File: src/rtl/vae_fxp_pkg.sv
// -----------------------------------------------------------------------------
// vae_fxp_pkg
//   Shared definitions for the VAE fixed-point operators (divider and
//   multiplier users): divider FSM state encoding, default Q-format widths and
//   per-width saturation limits.
//   Ports: none (package).
// -----------------------------------------------------------------------------
package vae_fxp_pkg;

    localparam int FXP_WIDTH_DEF      = 16;
    localparam int FXP_FRAC_WIDTH_DEF = 8;

    typedef enum logic [1:0] {
        ST_IDLE = 2'd0,
        ST_CALC = 2'd1,
        ST_FIX  = 2'd2,
        ST_DONE = 2'd3
    } fxp_div_state_e;

    // Largest positive two's-complement value of the given width, returned in
    // the low bits of a 64-bit word.
    function automatic logic [63:0] fxp_max(input int width);
        return (64'd1 << (width - 1)) - 64'd1;
    endfunction

    // Most negative two's-complement value of the given width (bit pattern
    // 100..0 in the low bits).
    function automatic logic [63:0] fxp_min(input int width);
        return 64'd1 << (width - 1);
    endfunction

endpackage

File: src/rtl/fxp_div_if.sv
// -----------------------------------------------------------------------------
// fxp_div_if
//   Operand/result handshake bundle for the fixed-point divider.
//   Signals:
//     in_valid, in_ready      operand handshake
//     dividend, divisor       signed Q-format operands
//     out_valid, out_ready    result handshake
//     quotient, div_by_zero   signed Q-format result and divide-by-zero flag
//   Modports: master (operand producer / result consumer), slave (divider).
// -----------------------------------------------------------------------------
interface fxp_div_if #(
    parameter int WIDTH = 16
) ();

    logic             in_valid;
    logic             in_ready;
    logic [WIDTH-1:0] dividend;
    logic [WIDTH-1:0] divisor;
    logic             out_valid;
    logic             out_ready;
    logic [WIDTH-1:0] quotient;
    logic             div_by_zero;

    modport master (
        output in_valid, dividend, divisor, out_ready,
        input  in_ready, out_valid, quotient, div_by_zero
    );

    modport slave (
        input  in_valid, dividend, divisor, out_ready,
        output in_ready, out_valid, quotient, div_by_zero
    );

endinterface

File: src/rtl/fxp_div_step.sv
// -----------------------------------------------------------------------------
// fxp_div_step
//   One combinational restoring-division step: shift the next numerator bit
//   into the partial remainder, subtract the divisor magnitude when it fits.
//   Ports:
//     rem_in   [WIDTH+1:0]  partial remainder before this step
//     num_bit               next numerator bit (MSB first)
//     div_mag  [WIDTH:0]    divisor magnitude
//     rem_out  [WIDTH+1:0]  partial remainder after this step
//     q_bit                 quotient bit produced by this step
// -----------------------------------------------------------------------------
module fxp_div_step #(
    parameter int WIDTH = 16
) (
    input  logic [WIDTH+1:0] rem_in,
    input  logic             num_bit,
    input  logic [WIDTH:0]   div_mag,
    output logic [WIDTH+1:0] rem_out,
    output logic             q_bit
);

    logic [WIDTH+2:0] trial;
    logic [WIDTH+1:0] diff;

    always_comb begin
        trial   = {rem_in, num_bit};
        // The full-width compare keeps the shifted-out MSB in play; the
        // subtraction only needs the low bits since the result is < div_mag.
        q_bit   = (trial >= {2'b00, div_mag});
        diff    = trial[WIDTH+1:0] - {1'b0, div_mag};
        rem_out = q_bit ? diff : trial[WIDTH+1:0];
    end

endmodule

File: src/rtl/fxp_div.sv
// -----------------------------------------------------------------------------
// fxp_div
//   Iterative signed fixed-point divider, quotient = dividend / divisor in the
//   same two's-complement Q format. Restoring division, one quotient bit per
//   clock, WIDTH+FRAC_WIDTH iterations, fixed latency.
//   Ports:
//     clk    clock, rising edge
//     rst_n  asynchronous reset, active low
//     bus    fxp_div_if.slave: in_valid/in_ready/dividend/divisor,
//            out_valid/out_ready/quotient/div_by_zero
//   Build option: define FXP_DIV_SAT_EN to saturate out-of-range quotients
//   instead of wrapping to the low WIDTH bits.
//
//   state | meaning
//   IDLE  | in_ready=1, waiting for operands
//   CALC  | one restoring step per edge, N steps
//   FIX   | apply sign / divide-by-zero / saturation, register result
//   DONE  | out_valid=1, result held until out_ready
// -----------------------------------------------------------------------------
module fxp_div
    import vae_fxp_pkg::*;
#(
    parameter int WIDTH      = FXP_WIDTH_DEF,
    parameter int FRAC_WIDTH = FXP_FRAC_WIDTH_DEF
) (
    input  logic       clk,
    input  logic       rst_n,
    fxp_div_if.slave   bus
);

    localparam int N  = WIDTH + FRAC_WIDTH;
    localparam int CW = $clog2(N) + 1;

    localparam logic [WIDTH-1:0] Q_MAX = WIDTH'(fxp_max(WIDTH));
    localparam logic [WIDTH-1:0] Q_MIN = WIDTH'(fxp_min(WIDTH));
`ifdef FXP_DIV_SAT_EN
    localparam logic [N-1:0] POS_LIM = N'(fxp_max(WIDTH));
    localparam logic [N-1:0] NEG_LIM = N'(fxp_min(WIDTH));
`endif

    fxp_div_state_e   state_q, state_d;
    logic [CW-1:0]    cnt_q, cnt_d;
    logic [WIDTH+1:0] rem_q, rem_d;
    logic [N-1:0]     num_q, num_d;
    logic [N-1:0]     q_mag_q, q_mag_d;
    logic [WIDTH:0]   div_mag_q, div_mag_d;
    logic             sign_q, sign_d;
    logic             dbz_q, dbz_d;
    logic [WIDTH-1:0] quotient_q, quotient_d;
    logic             div_by_zero_q, div_by_zero_d;

    logic [WIDTH-1:0] dvd_mag;
    logic [WIDTH-1:0] dvs_mag;
    logic [WIDTH+1:0] step_rem;
    logic             step_q;
    logic [WIDTH-1:0] q_low;

    // Magnitudes as unsigned WIDTH-bit values: negating 100..0 yields 100..0,
    // which read as unsigned is exactly 2^(WIDTH-1), so no extra bit is needed.
    assign dvd_mag = bus.dividend[WIDTH-1] ? (~bus.dividend + WIDTH'(1)) : bus.dividend;
    assign dvs_mag = bus.divisor[WIDTH-1]  ? (~bus.divisor  + WIDTH'(1)) : bus.divisor;
    assign q_low   = q_mag_q[WIDTH-1:0];

    fxp_div_step #(
        .WIDTH (WIDTH)
    ) u_step (
        .rem_in  (rem_q),
        .num_bit (num_q[N-1]),
        .div_mag (div_mag_q),
        .rem_out (step_rem),
        .q_bit   (step_q)
    );

    always_ff @(posedge clk or negedge rst_n) begin
        if (!rst_n) begin
            state_q       <= ST_IDLE;
            cnt_q         <= '0;
            rem_q         <= '0;
            num_q         <= '0;
            q_mag_q       <= '0;
            div_mag_q     <= '0;
            sign_q        <= 1'b0;
            dbz_q         <= 1'b0;
            quotient_q    <= '0;
            div_by_zero_q <= 1'b0;
        end else begin
            state_q       <= state_d;
            cnt_q         <= cnt_d;
            rem_q         <= rem_d;
            num_q         <= num_d;
            q_mag_q       <= q_mag_d;
            div_mag_q     <= div_mag_d;
            sign_q        <= sign_d;
            dbz_q         <= dbz_d;
            quotient_q    <= quotient_d;
            div_by_zero_q <= div_by_zero_d;
        end
    end

    always_comb begin
        state_d       = state_q;
        cnt_d         = cnt_q;
        rem_d         = rem_q;
        num_d         = num_q;
        q_mag_d       = q_mag_q;
        div_mag_d     = div_mag_q;
        sign_d        = sign_q;
        dbz_d         = dbz_q;
        quotient_d    = quotient_q;
        div_by_zero_d = div_by_zero_q;

        case (state_q)
            ST_IDLE: begin
                if (bus.in_valid) begin
                    sign_d    = bus.dividend[WIDTH-1] ^ bus.divisor[WIDTH-1];
                    num_d     = {dvd_mag, {FRAC_WIDTH{1'b0}}};
                    div_mag_d = {1'b0, dvs_mag};
                    rem_d     = '0;
                    q_mag_d   = '0;
                    cnt_d     = '0;
                    dbz_d     = (bus.divisor == '0);
                    state_d   = ST_CALC;
                end
            end
            ST_CALC: begin
                rem_d   = step_rem;
                q_mag_d = {q_mag_q[N-2:0], step_q};
                num_d   = {num_q[N-2:0], 1'b0};
                cnt_d   = cnt_q + CW'(1);
                if (cnt_q == CW'(N - 1)) begin
                    state_d = ST_FIX;
                end
            end
            ST_FIX: begin
                // With a zero divisor the sign is the dividend's own sign.
                if (dbz_q) begin
                    quotient_d = sign_q ? Q_MIN : Q_MAX;
`ifdef FXP_DIV_SAT_EN
                end else if (!sign_q && (q_mag_q > POS_LIM)) begin
                    quotient_d = Q_MAX;
                end else if (sign_q && (q_mag_q > NEG_LIM)) begin
                    quotient_d = Q_MIN;
`endif
                end else begin
                    // Low bits of a negation depend only on low bits, so the
                    // wrap result needs just the bottom WIDTH bits.
                    quotient_d = sign_q ? (~q_low + WIDTH'(1)) : q_low;
                end
                div_by_zero_d = dbz_q;
                cnt_d         = '0;
                state_d       = ST_DONE;
            end
            ST_DONE: begin
                if (bus.out_ready) begin
                    state_d = ST_IDLE;
                end
            end
            default: begin
                state_d = ST_IDLE;
            end
        endcase
    end

    assign bus.in_ready    = (state_q == ST_IDLE);
    assign bus.out_valid   = (state_q == ST_DONE);
    assign bus.quotient    = quotient_q;
    assign bus.div_by_zero = div_by_zero_q;

endmodule

File: src/flat_wrapper.sv
// flat-port wrapper written by rule: the top's interface ports become plain ports
module fxp_div_flat import vae_fxp_pkg::*;
#(
    parameter int WIDTH      = FXP_WIDTH_DEF,
    parameter int FRAC_WIDTH = FXP_FRAC_WIDTH_DEF
)
  (clk, rst_n, bus_in_valid, bus_dividend, bus_divisor, bus_out_ready, bus_in_ready, bus_out_valid, bus_quotient, bus_div_by_zero);
  fxp_div_if #(.WIDTH(WIDTH)) bus_i ();
  input  logic clk;
  input  logic rst_n;
  input wire logic [$bits(bus_i.in_valid)-1:0] bus_in_valid;
  input wire logic [$bits(bus_i.dividend)-1:0] bus_dividend;
  input wire logic [$bits(bus_i.divisor)-1:0] bus_divisor;
  input wire logic [$bits(bus_i.out_ready)-1:0] bus_out_ready;
  output wire logic [$bits(bus_i.in_ready)-1:0] bus_in_ready;
  output wire logic [$bits(bus_i.out_valid)-1:0] bus_out_valid;
  output wire logic [$bits(bus_i.quotient)-1:0] bus_quotient;
  output wire logic [$bits(bus_i.div_by_zero)-1:0] bus_div_by_zero;
  assign bus_i.in_valid = bus_in_valid;
  assign bus_i.dividend = bus_dividend;
  assign bus_i.divisor = bus_divisor;
  assign bus_i.out_ready = bus_out_ready;
  assign bus_in_ready = bus_i.in_ready;
  assign bus_out_valid = bus_i.out_valid;
  assign bus_quotient = bus_i.quotient;
  assign bus_div_by_zero = bus_i.div_by_zero;
  fxp_div #(.WIDTH(WIDTH), .FRAC_WIDTH(FRAC_WIDTH)) u_core (.clk(clk), .rst_n(rst_n), .bus(bus_i));
endmodule
File: config.mk
export PLATFORM = sky130hd
export DESIGN_NAME = fxp_div_flat
export DESIGN_NICKNAME = d
export VERILOG_FILES = /design/src/rtl/vae_fxp_pkg.sv /design/src/rtl/fxp_div_if.sv /design/src/rtl/fxp_div_step.sv /design/src/rtl/fxp_div.sv /design/src/flat_wrapper.sv
export SDC_FILE = /design/constraint.sdc
export NUM_CORES = 1
export LEC_CHECK = 0
export ABC_AREA = 1
export CAP_MARGIN = 20
export CORE_UTILIZATION = 45
export DETAILED_ROUTE_END_ITERATION = 10
export PLACE_DENSITY = 0.67
export SLEW_MARGIN = 25
export SYNTH_ARGS = -nofsm -noshare
export SYNTH_HDL_FRONTEND = slang
export SYNTH_SLANG_ARGS = --single-unit
File: constraint.sdc
create_clock -name clk -period 1.9 [get_ports clk]
set_clock_uncertainty 0.15 [all_clocks]
set_input_delay 0.475 -clock clk [delete_from_list [all_inputs] [get_ports clk]]
set_output_delay 0.475 -clock clk [all_outputs]
set_load 0.005 [all_outputs]
==> flow_metrics.py, run 1 <==
metrics = {
    "worst_hold_path": {
        "hp-class": "register to register",
        "min_from": "u_core.bus.quotient[15]",
        "holdPathStages": 2,
    },
    "layout": {
        "utilization_pct": 70.9,
        "drive_above_1_share_pct": 33.5,
        "fillers": 1056,
        "antenna_cells": 0,
        "fin_cells": 1309,
        "layout_commonest_cell": "nand2_1",
        "fin_nets": 1189,
        "final_cell_mix": "nand2_1 (212), buf_4 (154), inv_1 (109)",
        "syn2layout_area_growth_pct": 51.4,
        "stdcell_area_um2": 9540,
    },
    "worst_setup_path": {
        "cp.arrival_ns": 2.12,
        "crit_path_end_kind": "register",
        "crit_path_start_kind": "register",
        "critPathKind": "register to register",
        "setup.worst_path.end": "u_core.rem_q[14]",
        "required_ns": 1.99,
        "worst-path-max-fanout": 5,
        "crit_path_start": "u_core.rem_q[4]",
        "r2r_end": "u_core.rem_q[14]",
        "ff2ff_setup_slack_ns": -0.13,
        "regToRegStartpoint": "u_core.rem_q[4]",
        "worst-r2r-cell-count": 11,
    },
    "floorplan": {
        "die_area_um2": 14500,
        "pin_count": 55,
        "die_x_um": 120,
        "die_h_um": 120,
        "start_util_pct": 46.8,
        "num_rows": 42,
        "core_area_um2": 13500,
    },
    "sta": {
        "period_share_pct": 107,
        "whs_ns": 0.325,
        "finalHoldViolations": 0,
        "fin_tns_setup_ns": -1.24,
        "tightest_slew_ns": 0.346,
        "min_period_ns": 2.03,
        "rsz0062_at_grt": "yes",
        "fmax_mhz": 493,
        "fin_ws_ns": -0.128,
        "drv_slew": 0,
        "setup_viol": 19,
        "relSlewSlack_pct": 76.7,
    },
    "clock_network": {
        "cts_max_path_buffers": 2,
        "cts_tree": "done",
        "clk_pin_slew_ns": 0.07,
        "cts_max_level": 3,
        "insertion_delay_ns": 0.35,
        "cts.sinks": 93,
        "cts_buffers": 9,
        "cts_root_buf": "clkbuf_16",
    },
    "yosys": {
        "synthFlopType": "dfrtp_1",
        "synth-xor-area-share_pct": 3.20,
        "yosys-mux-area-fraction_pct": 0,
        "ys_types": 44,
        "synth-edff-count": 0,
        "synth_fp_nets": 981,
        "synthAdderAreaFrac_pct": 5.08,
        "async_flop_share_pct": 100,
        "synth_top_family_by_area": "simple AND/OR/NAND/NOR gates",
        "syn-cell-area_um2": 6300,
        "yosysWarnings": 0,
        "postSynthCellCount": 920,
        "synthSimpleGateAreaFrac_pct": 32.3,
        "synth_area_leader_cell": "dfrtp_1",
        "seq_area_frac_synth_pct": 36.9,
        "synth_area_leaders": "dfrtp_1 (37%), nand2_1 (17%), inv_1 (8.3%)",
        "ys_ff_latch": 93,
        "syn_avg_cell_area_um2": 6.85,
        "synth_top_area_share_pct": 36.9,
        "synth_compound_area_share_pct": 11.7,
    },
    "power": {
        "p_per_area_nw_per_um2": 1940,
        "leakage_nw": 4.81,
        "peakVddDrop_mv": 1.18,
        "power_mw": 18.5,
    },
    "drt": {
        "dr.pass1.iters": 5,
        "vias": 6901,
        "avgViaCountPerCell": 5.27,
        "drtIter0Drc": 446,
        "drc": 0,
        "wl_per_cell_um": 14.7,
        "ant_nets": 0,
        "wl_um": 19300,
    },
    "outcome": {
        "status": "finished with violations",
        "violations": "negative setup slack",
    },
    "placement": {
        "dpl-instance-area_um2": 8130,
        "pre_cts_slack_ns": -0.341,
        "place_hpwl_um": 12500,
        "gp_congestion": 0.918,
        "portBuffers": 54,
        "dp.cells": 1267,
    },
    "global_route": {
        "grt_pass1_vias": 6608,
        "grt_start_max_net_pins": 50,
        "grt_antenna_before_repair": 0,
        "grt_pass1_wl_um": 30800,
        "grtUsageTotal_pct": 26.6,
        "overflow": 0,
    },
    "job": {
        "max-cap-violations": 0,
    },
}
-- worst max-delay path: stages (launching register included) --
cell and delay, ns:
dfrtp_1 0.43, ha_4 0.32, nand2_2 0.09, nor2_4 0.16, nand2_2 0.08, nor2_4 0.08
nand2_2 0.06, nand4_4 0.15, clkbuf_16 0.17, nand2_1 0.05, nand3_1 0.10, nand2_1 0.06
-- cell families after synthesis --
group	after synthesis
flops	93
fa+ha+maj	25
compound gates	133
simple gates	475
buf+inv	171
xor+xnor	23
-- cell usage after synthesis, types with 2 or more instances --
library cell	number
o31ai_1	2
inv_2	2
ha_1	24
o21ai_0	56
or2_2	3
o21ai_1	2
nor2_1	63
nand2_2	2
nand3_2	3
nand2_1	278
dfrtp_1	93
o22ai_1	19
clkbuf_1	16
buf_4	2
buf_2	5
o211ai_1	4
inv_1	139
xnor2_1	8
nand3_1	85
nand3b_1	8
clkinv_1	2
nand4_1	11
nor2_2	5
xor2_1	15
buf_1	2
a21oi_1	40
nor3_1	14
-- per-layer routing --
metal	GRT usage, %	part of all wire, %	vias up
li1	-	-	3379
met1	33.9	43	3261
met2	45.5	49	216
met3	5.19	4.6	45
met4	7.87	2.7	0
met5	0	0	-
-- flip-flops by register name, indices dropped and copies added, names as in the netlist --
signal                  cells
u_core.rem_q               18
u_core.num_q               16
u_core.bus.div_by_zero      1
u_core.dbz_q                1
u_core.div_mag_q           16
u_core.cnt_q                6
u_core.q_mag_q             16
u_core.sign_q               1
u_core.bus.quotient        16
u_core.state_q              2
-- power by group --
group / total [mW] / leakage [nW] / switching (mW) / internal, mW
Clock: 1.90 / 0.146 / 0.862 / 1.04
Sequential: 3.35 / 1.19 / 0.558 / 2.79
Combinational: 13.3 / 3.47 / 7.21 / 6.04
-- final cells by class --
cell class	instances	area [µm²]	area share, %
multi-input combinational	656	4130	43.3
sequential	93	2330	24.4
timing repair buffer	225	2000	21.0
inverter	143	542	5.68
clock buffer	9	225	2.36
tap	176	220	2.31
clock inverter	7	86.3	0.905
-- repair_timing --
| action | 4_1_cts | 5_1_grt |
|---|---|---|
| hold buffers | 1 | 0 |
| hold endpoints to repair | 12 | 0 |
| pin swaps | 38 | 64 |
| resized for setup | 108 | 135 |
| gates cloned | 1 | 1 |
| setup buffers | 14 | 11 |
| setup endpoints to repair | 21 | 62 |
-- worst min path at each step --
stage,end,slack (ns)
2_1_floorplan,u_core.bus.div_by_zero,0.03
3_3_place_gp,u_core.div_mag_q[12],0.22
3_5_place_dp,u_core.div_mag_q[11],0.22
4_1_cts,u_core.bus.quotient[15],0.34
5_1_grt,u_core.bus.quotient[7],0.35
6_report,u_core.bus.quotient[15],0.33
Power figures use the tool's default switching activity.
==> run 2: changes to the inputs <==
--- a/config.mk
+++ b/config.mk
@@ -7,9 +7,9 @@
 export LEC_CHECK = 0
 export ABC_AREA = 1
 export CAP_MARGIN = 20
-export CORE_UTILIZATION = 45
+export CORE_UTILIZATION = 32
+export CTS_BUF_LIST = sky130_fd_sc_hd__clkbuf_16
 export DETAILED_ROUTE_END_ITERATION = 10
-export PLACE_DENSITY = 0.67
 export SLEW_MARGIN = 25
 export SYNTH_ARGS = -nofsm -noshare
 export SYNTH_HDL_FRONTEND = slang
==> run 2 against run 1 <==
Compared with the run above:
- the run still ends with negative setup slack left
- worst setup slack lost 0.068 ns
- flip-flop and latch count is the same
- clock-buffer cell count unchanged
- worst hold slack improved by 0.0018 ns
- wire length is 0.61% higher
- clock power shrank 12%
- via count down 2.9%
- global-route usage shrank 8.0 points
- sequential share of layout area fell by 0.80 points
- fmax fell by 3.3%
- register-to-register slack lost 0.07 ns
- die area rose by 40%
- critical endpoint is now u_core.rem_q[9]
- largest cell class unchanged
==> flow_metrics.py, run 2 (synthesized netlist as in run 1, its figures left out) <==
metrics = {
    "drt": {
        "avgViaCountPerCell": 4.79,
        "dr.pass1.iters": 5,
        "wl_um": 19400,
        "drc": 0,
        "drtIter0Drc": 420,
        "wl_per_cell_um": 13.9,
        "vias": 6699,
        "ant_nets": 0,
    },
    "clock_network": {
        "cts_buffers": 9,
        "cts_root_buf": "clkbuf_16",
        "cts_max_path_buffers": 2,
        "insertion_delay_ns": 0.36,
        "clk_pin_slew_ns": 0.07,
        "cts_tree": "done",
        "cts.sinks": 93,
        "cts_max_level": 3,
    },
    "global_route": {
        "grt_pass1_vias": 6325,
        "grt_antenna_before_repair": 0,
        "grt_start_max_net_pins": 30,
        "grtUsageTotal_pct": 18.6,
        "grt_pass1_wl_um": 30300,
        "overflow": 0,
    },
    "worst_hold_path": {
        "holdPathStages": 2,
        "hp-class": "register to register",
        "min_to": "u_core.num_q[19]",
        "min_from": "u_core.num_q[19]",
    },
    "placement": {
        "gp_congestion": 0.900,
        "place_hpwl_um": 13000,
        "portBuffers": 54,
        "dpl-instance-area_um2": 8250,
    },
    "outcome": {
        "violations": "negative setup slack",
        "status": "finished with violations",
    },
    "sta": {
        "rsz0062_at_grt": "yes",
        "fin_tns_setup_ns": -2.72,
        "drv_slew": 0,
        "setup_viol": 19,
        "relSlewSlack_pct": 77.5,
        "tightest_slew_ns": 0.338,
        "period_share_pct": 110,
        "min_period_ns": 2.10,
        "fmax_mhz": 477,
        "whs_ns": 0.327,
        "fin_ws_ns": -0.196,
        "finalHoldViolations": 0,
    },
    "job": {
        "max-cap-violations": 0,
    },
    "floorplan": {
        "num_rows": 50,
        "die_area_um2": 20300,
        "die_x_um": 142,
        "pin_count": 55,
        "start_util_pct": 33.1,
        "core_area_um2": 19000,
        "die_h_um": 142,
    },
    "layout": {
        "stdcell_area_um2": 9850,
        "largest_reg_flops": 18,
        "syn2layout_area_growth_pct": 56.4,
        "utilization_pct": 51.8,
        "fin_nets": 1194,
        "final_cell_mix": "nand2_1 (225), buf_4 (146), inv_1 (109)",
        "layout_commonest_cell": "nand2_1",
        "drive_above_1_share_pct": 34.7,
        "antenna_cells": 0,
        "top_register": "u_core.rem_q",
    },
    "power": {
        "combPwrFrac_pct": 72.6,
        "power.share.clock_pct": 9.1,
        "peakVddDrop_mv": 0.827,
        "power_frac_seq_pct": 18.3,
        "p_per_area_nw_per_um2": 1870,
        "p_sw_mw": 8.48,
        "internal_power_mw": 9.90,
        "p_sw_share_pct": 46.2,
        "leakage_nw": 4.84,
    },
    "worst_setup_path": {
        "regToRegStartpoint": "u_core.div_mag_q[14]",
        "r2r_end": "u_core.rem_q[9]",
        "critPathKind": "register to register",
        "ff2ff_setup_slack_ns": -0.20,
        "required_ns": 2.05,
        "crit_path_end_kind": "register",
        "worst-path-max-fanout": 7,
        "worst-r2r-cell-count": 13,
        "cp.arrival_ns": 2.24,
        "crit_path_start_kind": "register",
    },
}
## run 2: changes by cell type in the layout (fill, tap and decap cells not counted), sizes merged
cell	delta
buf	+3
clkinv	-1
bufinv	-1
dlymetal6s2s	-6
clkbuf	+3
inv	+1
clkdlybuf4s50	+6
clkinvlp	+1
clkdlybuf4s15	-1
## run 2: power groups by stage
stage	clock network, mW	logic (mW)	registers, mW
3_5_place_dp	0	9.81	3.27
6_report	1.67	13.4	3.35
5_1_grt	1.81	14.6	3.45
2_1_floorplan	0	5.97	3.18
3_3_place_gp	0	9.70	3.27
4_1_cts	1.73	11.5	3.34
## run 2: what timing repair did
action / in CTS / in global routing
pin swaps: 65 / 72
buffers inserted: 12 / 14
endpoints found under the hold margin: 19 / 0
gates resized for setup: 107 / 158
setup endpoints to repair: 25 / 64
hold buffers: 1 / 0
cloned: 1 / 4
## run 2: metal layers
layer	share of wire [%]	track usage, %	vias up
met1	48	26.5	3156
met4	1.6	4.13	0
met3	3.9	3.40	25
met5	0	0	-
met2	46	29.2	141
li1	-	-	3377
## run 2: worst max-delay path by stage
stage / cells after the start / from / endpoint
after floorplan: 11 / u_core.rem_q[10] / u_core.rem_q[6]
after global placement: 9 / bus_divisor[0] / u_core.div_mag_q[14]
after detailed placement: 9 / bus_divisor[0] / u_core.dbz_q
after CTS: 12 / u_core.div_mag_q[14] / u_core.rem_q[10]
after global routing: 14 / u_core.div_mag_q[10] / u_core.rem_q[12]
final: 13 / u_core.div_mag_q[14] / u_core.rem_q[9]
## run 2: area by class of cell
class | count | area [µm²]
inverters | 143 | 552
multi-input cells | 656 | 4240
clock inverters | 7 | 41.3
fillers | 1779 | 9160
well taps | 260 | 325
repair buffers | 230 | 2140
clock buffers | 9 | 225
flip-flops and latches | 93 | 2330
## run 2: through the flow
step,total power [mW],setup slack [ns],std cells
2_1_floorplan,9.15,0.000294,920
3_5_place_dp,13.1,-0.429,1352
6_report,18.4,-0.196,1398
4_1_cts,16.5,-0.0984,1382
3_3_place_gp,13.0,-0.413,1352
5_1_grt,19.9,-0.261,1398
## run 2: critical path: stages (launching register included)
cell and delay, ns:
dfrtp_1 0.43, inv_2 0.07, ha_4 0.28, nand2_4 0.08
inv_2 0.04, nand2_2 0.08, nand2_4 0.06, buf_6 0.12
a21oi_4 0.15, nand4_4 0.15, buf_6 0.18, nand2_1 0.07
nand3_2 0.09, nand2_2 0.07
==> run 3: changes to the inputs <==
--- a/config.mk
+++ b/config.mk
@@ -7,9 +7,13 @@
 export LEC_CHECK = 0
 export ABC_AREA = 1
 export CAP_MARGIN = 20
+export CELL_PAD_IN_SITES_DETAIL_PLACEMENT = 1
+export CELL_PAD_IN_SITES_GLOBAL_PLACEMENT = 1
+export CORE_MARGIN = 1.5
 export CORE_UTILIZATION = 32
 export CTS_BUF_LIST = sky130_fd_sc_hd__clkbuf_16
 export DETAILED_ROUTE_END_ITERATION = 10
+export PLACE_DENSITY_LB_ADDON = 0.1
 export SLEW_MARGIN = 25
 export SYNTH_ARGS = -nofsm -noshare
 export SYNTH_HDL_FRONTEND = slang
==> run 3 against run 2 <==
Compared with the run above:
- the flow still finishes with violations (negative setup slack)
- largest cell class unchanged
- sequential power is 1% higher
- via count is 0.97% higher
- sequential share of layout area is 0.28 points higher
- cell area is 1.1% lower
- power is 0.87% higher
- first-iteration DRC count is 40% lower
- critical path depth is 1 higher
- utilization is 1.6 points lower
- flip-flop and latch count stayed put
- wire length is 14% higher
- highest routed layer unchanged
- combinational power hardly changed
- clock power is 14% higher
==> flow_metrics.py, run 3 (synthesized netlist as in run 1, its figures left out) <==
metrics = {
    "global_route": {
        "grt_pass1_vias": 7098,
        "grtUsageTotal_pct": 22.2,
        "grt_pass1_wl_um": 35800,
        "grtUsageMet3_pct": 2.53,
        "grt_antenna_before_repair": 0,
        "use_met1_pct": 28.2,
        "use_met2_pct": 40.0,
        "busiest_layer": "met2",
        "overflow": 0,
        "grt_start_max_net_pins": 38,
    },
    "clock_network": {
        "cts_buffers": 9,
        "cts_tree": "done",
        "cts.sinks": 93,
        "cts_root_buf": "clkbuf_16",
        "insertion_delay_ns": 0.36,
        "clk_pin_slew_ns": 0.08,
        "cts_max_path_buffers": 2,
        "cts_max_level": 3,
    },
    "outcome": {
        "violations": "negative setup slack",
        "status": "finished with violations",
    },
    "layout": {
        "drive_above_1_share_pct": 33.2,
        "top_register": "u_core.rem_q",
        "fin_nets": 1207,
        "syn2layout_area_growth_pct": 54.6,
        "utilization_pct": 50.2,
        "layout_commonest_cell": "nand2_1",
        "antenna_cells": 0,
        "fillers": 2436,
        "largest_reg_flops": 18,
        "final_cell_mix": "nand2_1 (234), buf_4 (168), inv_1 (107)",
    },
    "drt": {
        "drtIter0Drc": 252,
        "dr.pass1.iters": 4,
        "vias": 6764,
        "wl_per_cell_um": 15.6,
        "ant_nets": 0,
        "wl_um": 22000,
        "drc": 0,
        "avgViaCountPerCell": 4.78,
    },
    "worst_setup_path": {
        "crit_path_end_kind": "register",
        "crit_buf_inv": 4,
        "cp.arrival_ns": 2.20,
        "crit_chain": "inv_2 -> ha_4 -> nand2_4 -> inv_2 -> nand2_1 -> nand2_1 -> nand2_2 -> buf_6 -> nand3_4 -> nand3_4 -> clkbuf_16 -> nand3_2 -> nand3_2 -> nand2_1",
        "crit_path_start_kind": "register",
        "crit_path_max_incr_delay_ns": 0.41,
        "crit_top_cell": "nand2_1",
        "path_delay_family": "simple AND/OR/NAND/NOR gates",
        "required_ns": 2.04,
        "worst-path-max-fanout": 5,
        "slowest_stage": "dfrtp_1",
        "critPathKind": "register to register",
    },
    "power": {
        "leakage_nw": 4.89,
        "peakVddDrop_mv": 0.872,
        "power_mw": 18.5,
        "p_per_area_nw_per_um2": 1900,
    },
    "floorplan": {
        "core_area_um2": 19400,
        "die_h_um": 143,
        "die_x_um": 143,
        "pin_count": 55,
        "start_util_pct": 32.5,
        "die_area_um2": 20500,
        "num_rows": 51,
    },
    "sta": {
        "relSlewSlack_pct": 69.0,
        "fin_ws_ns": -0.155,
        "period_share_pct": 108,
        "setup_viol": 18,
        "rsz0062_at_grt": "yes",
        "min_period_ns": 2.05,
        "fmax_mhz": 487,
        "drv_slew": 0,
        "finalHoldViolations": 0,
        "tightest_slew_ns": 0.464,
        "fin_tns_setup_ns": -2.19,
        "whs_ns": 0.340,
    },
    "placement": {
        "portBuffers": 54,
        "place_hpwl_um": 15600,
        "gp_congestion": 0.802,
    },
    "worst_hold_path": {
        "hp-class": "register to register",
    },
    "job": {
        "max-cap-violations": 0,
    },
}
## run 3: cell types whose count changed in the layout (fill, tap and decap cells not counted), sizes merged
cell and change:
clkinv +1, inv +2, clkbuf -3, clkinvlp -3, dlymetal6s2s +6, buf +15, dlygate4sd2 +1, clkdlybuf4s15 +1
clkdlybuf4s50 -7
## run 3: worst paths after layout
kind,startpoint,end,slack (ns),cells after the start
max in group asynchronous,rst_n,u_core.rem_q[2],0.74,3
min reg2reg,u_core.bus.quotient[6],u_core.bus.quotient[6],0.34,2
min,u_core.bus.quotient[6],u_core.bus.quotient[6],0.34,2
max,u_core.div_mag_q[5],u_core.rem_q[7],-0.15,14
min in group asynchronous,rst_n,u_core.div_mag_q[9],0.37,2
max reg2reg,u_core.div_mag_q[5],u_core.rem_q[7],-0.15,14
## run 3: worst reg2reg max path, stage by stage (launching register included)
cell	delay (ns)
dfrtp_1	0.41
inv_2	0.06
ha_4	0.31
nand2_4	0.06
inv_2	0.07
nand2_1	0.05
nand2_1	0.08
nand2_2	0.07
buf_6	0.13
nand3_4	0.10
nand3_4	0.12
clkbuf_16	0.19
nand3_2	0.06
nand3_2	0.06
nand2_1	0.08
## run 3: final cells by class
| cell class | count | area [µm²] | area share [%] |
|---|---|---|---|
| Multi-Input combinational cell | 656 | 4070 | 41.8 |
| Sequential cell | 93 | 2330 | 23.9 |
| Timing Repair Buffer | 243 | 2170 | 22.3 |
| Inverter | 143 | 542 | 5.56 |
| Tap cell | 265 | 332 | 3.40 |
| Clock buffer | 9 | 225 | 2.31 |
| Clock inverter | 7 | 73.8 | 0.758 |
## run 3: report_power, final
part	internal (mW)	switching, mW
combinational	6.11	7.15
clock	0.935	0.961
sequential	2.79	0.600
## run 3: metrics by stage
step,instances,setup slack (ns),area [µm²]
after floorplan,920,0.000294,6310
after global placement,1371,-0.420,8340
after detailed placement,1371,-0.461,8340
after CTS,1406,-0.169,9290
after global routing,1416,-0.270,9740
final,1416,-0.155,9740
## run 3: layer usage
layer	vias up	part of all wire (%)
li1	3400	-
met1	3281	45
met4	0	1.1
met2	64	52
met5	-	0
met3	19	1.9
## run 3: timing repair
item	in CTS	in global routing
hold buffers	1	0
gates cloned	1	2
endpoints found under the hold margin	9	0
gates resized for setup	134	99
pin swaps	26	60
setup buffers	18	10
endpoints found under the setup margin	32	68
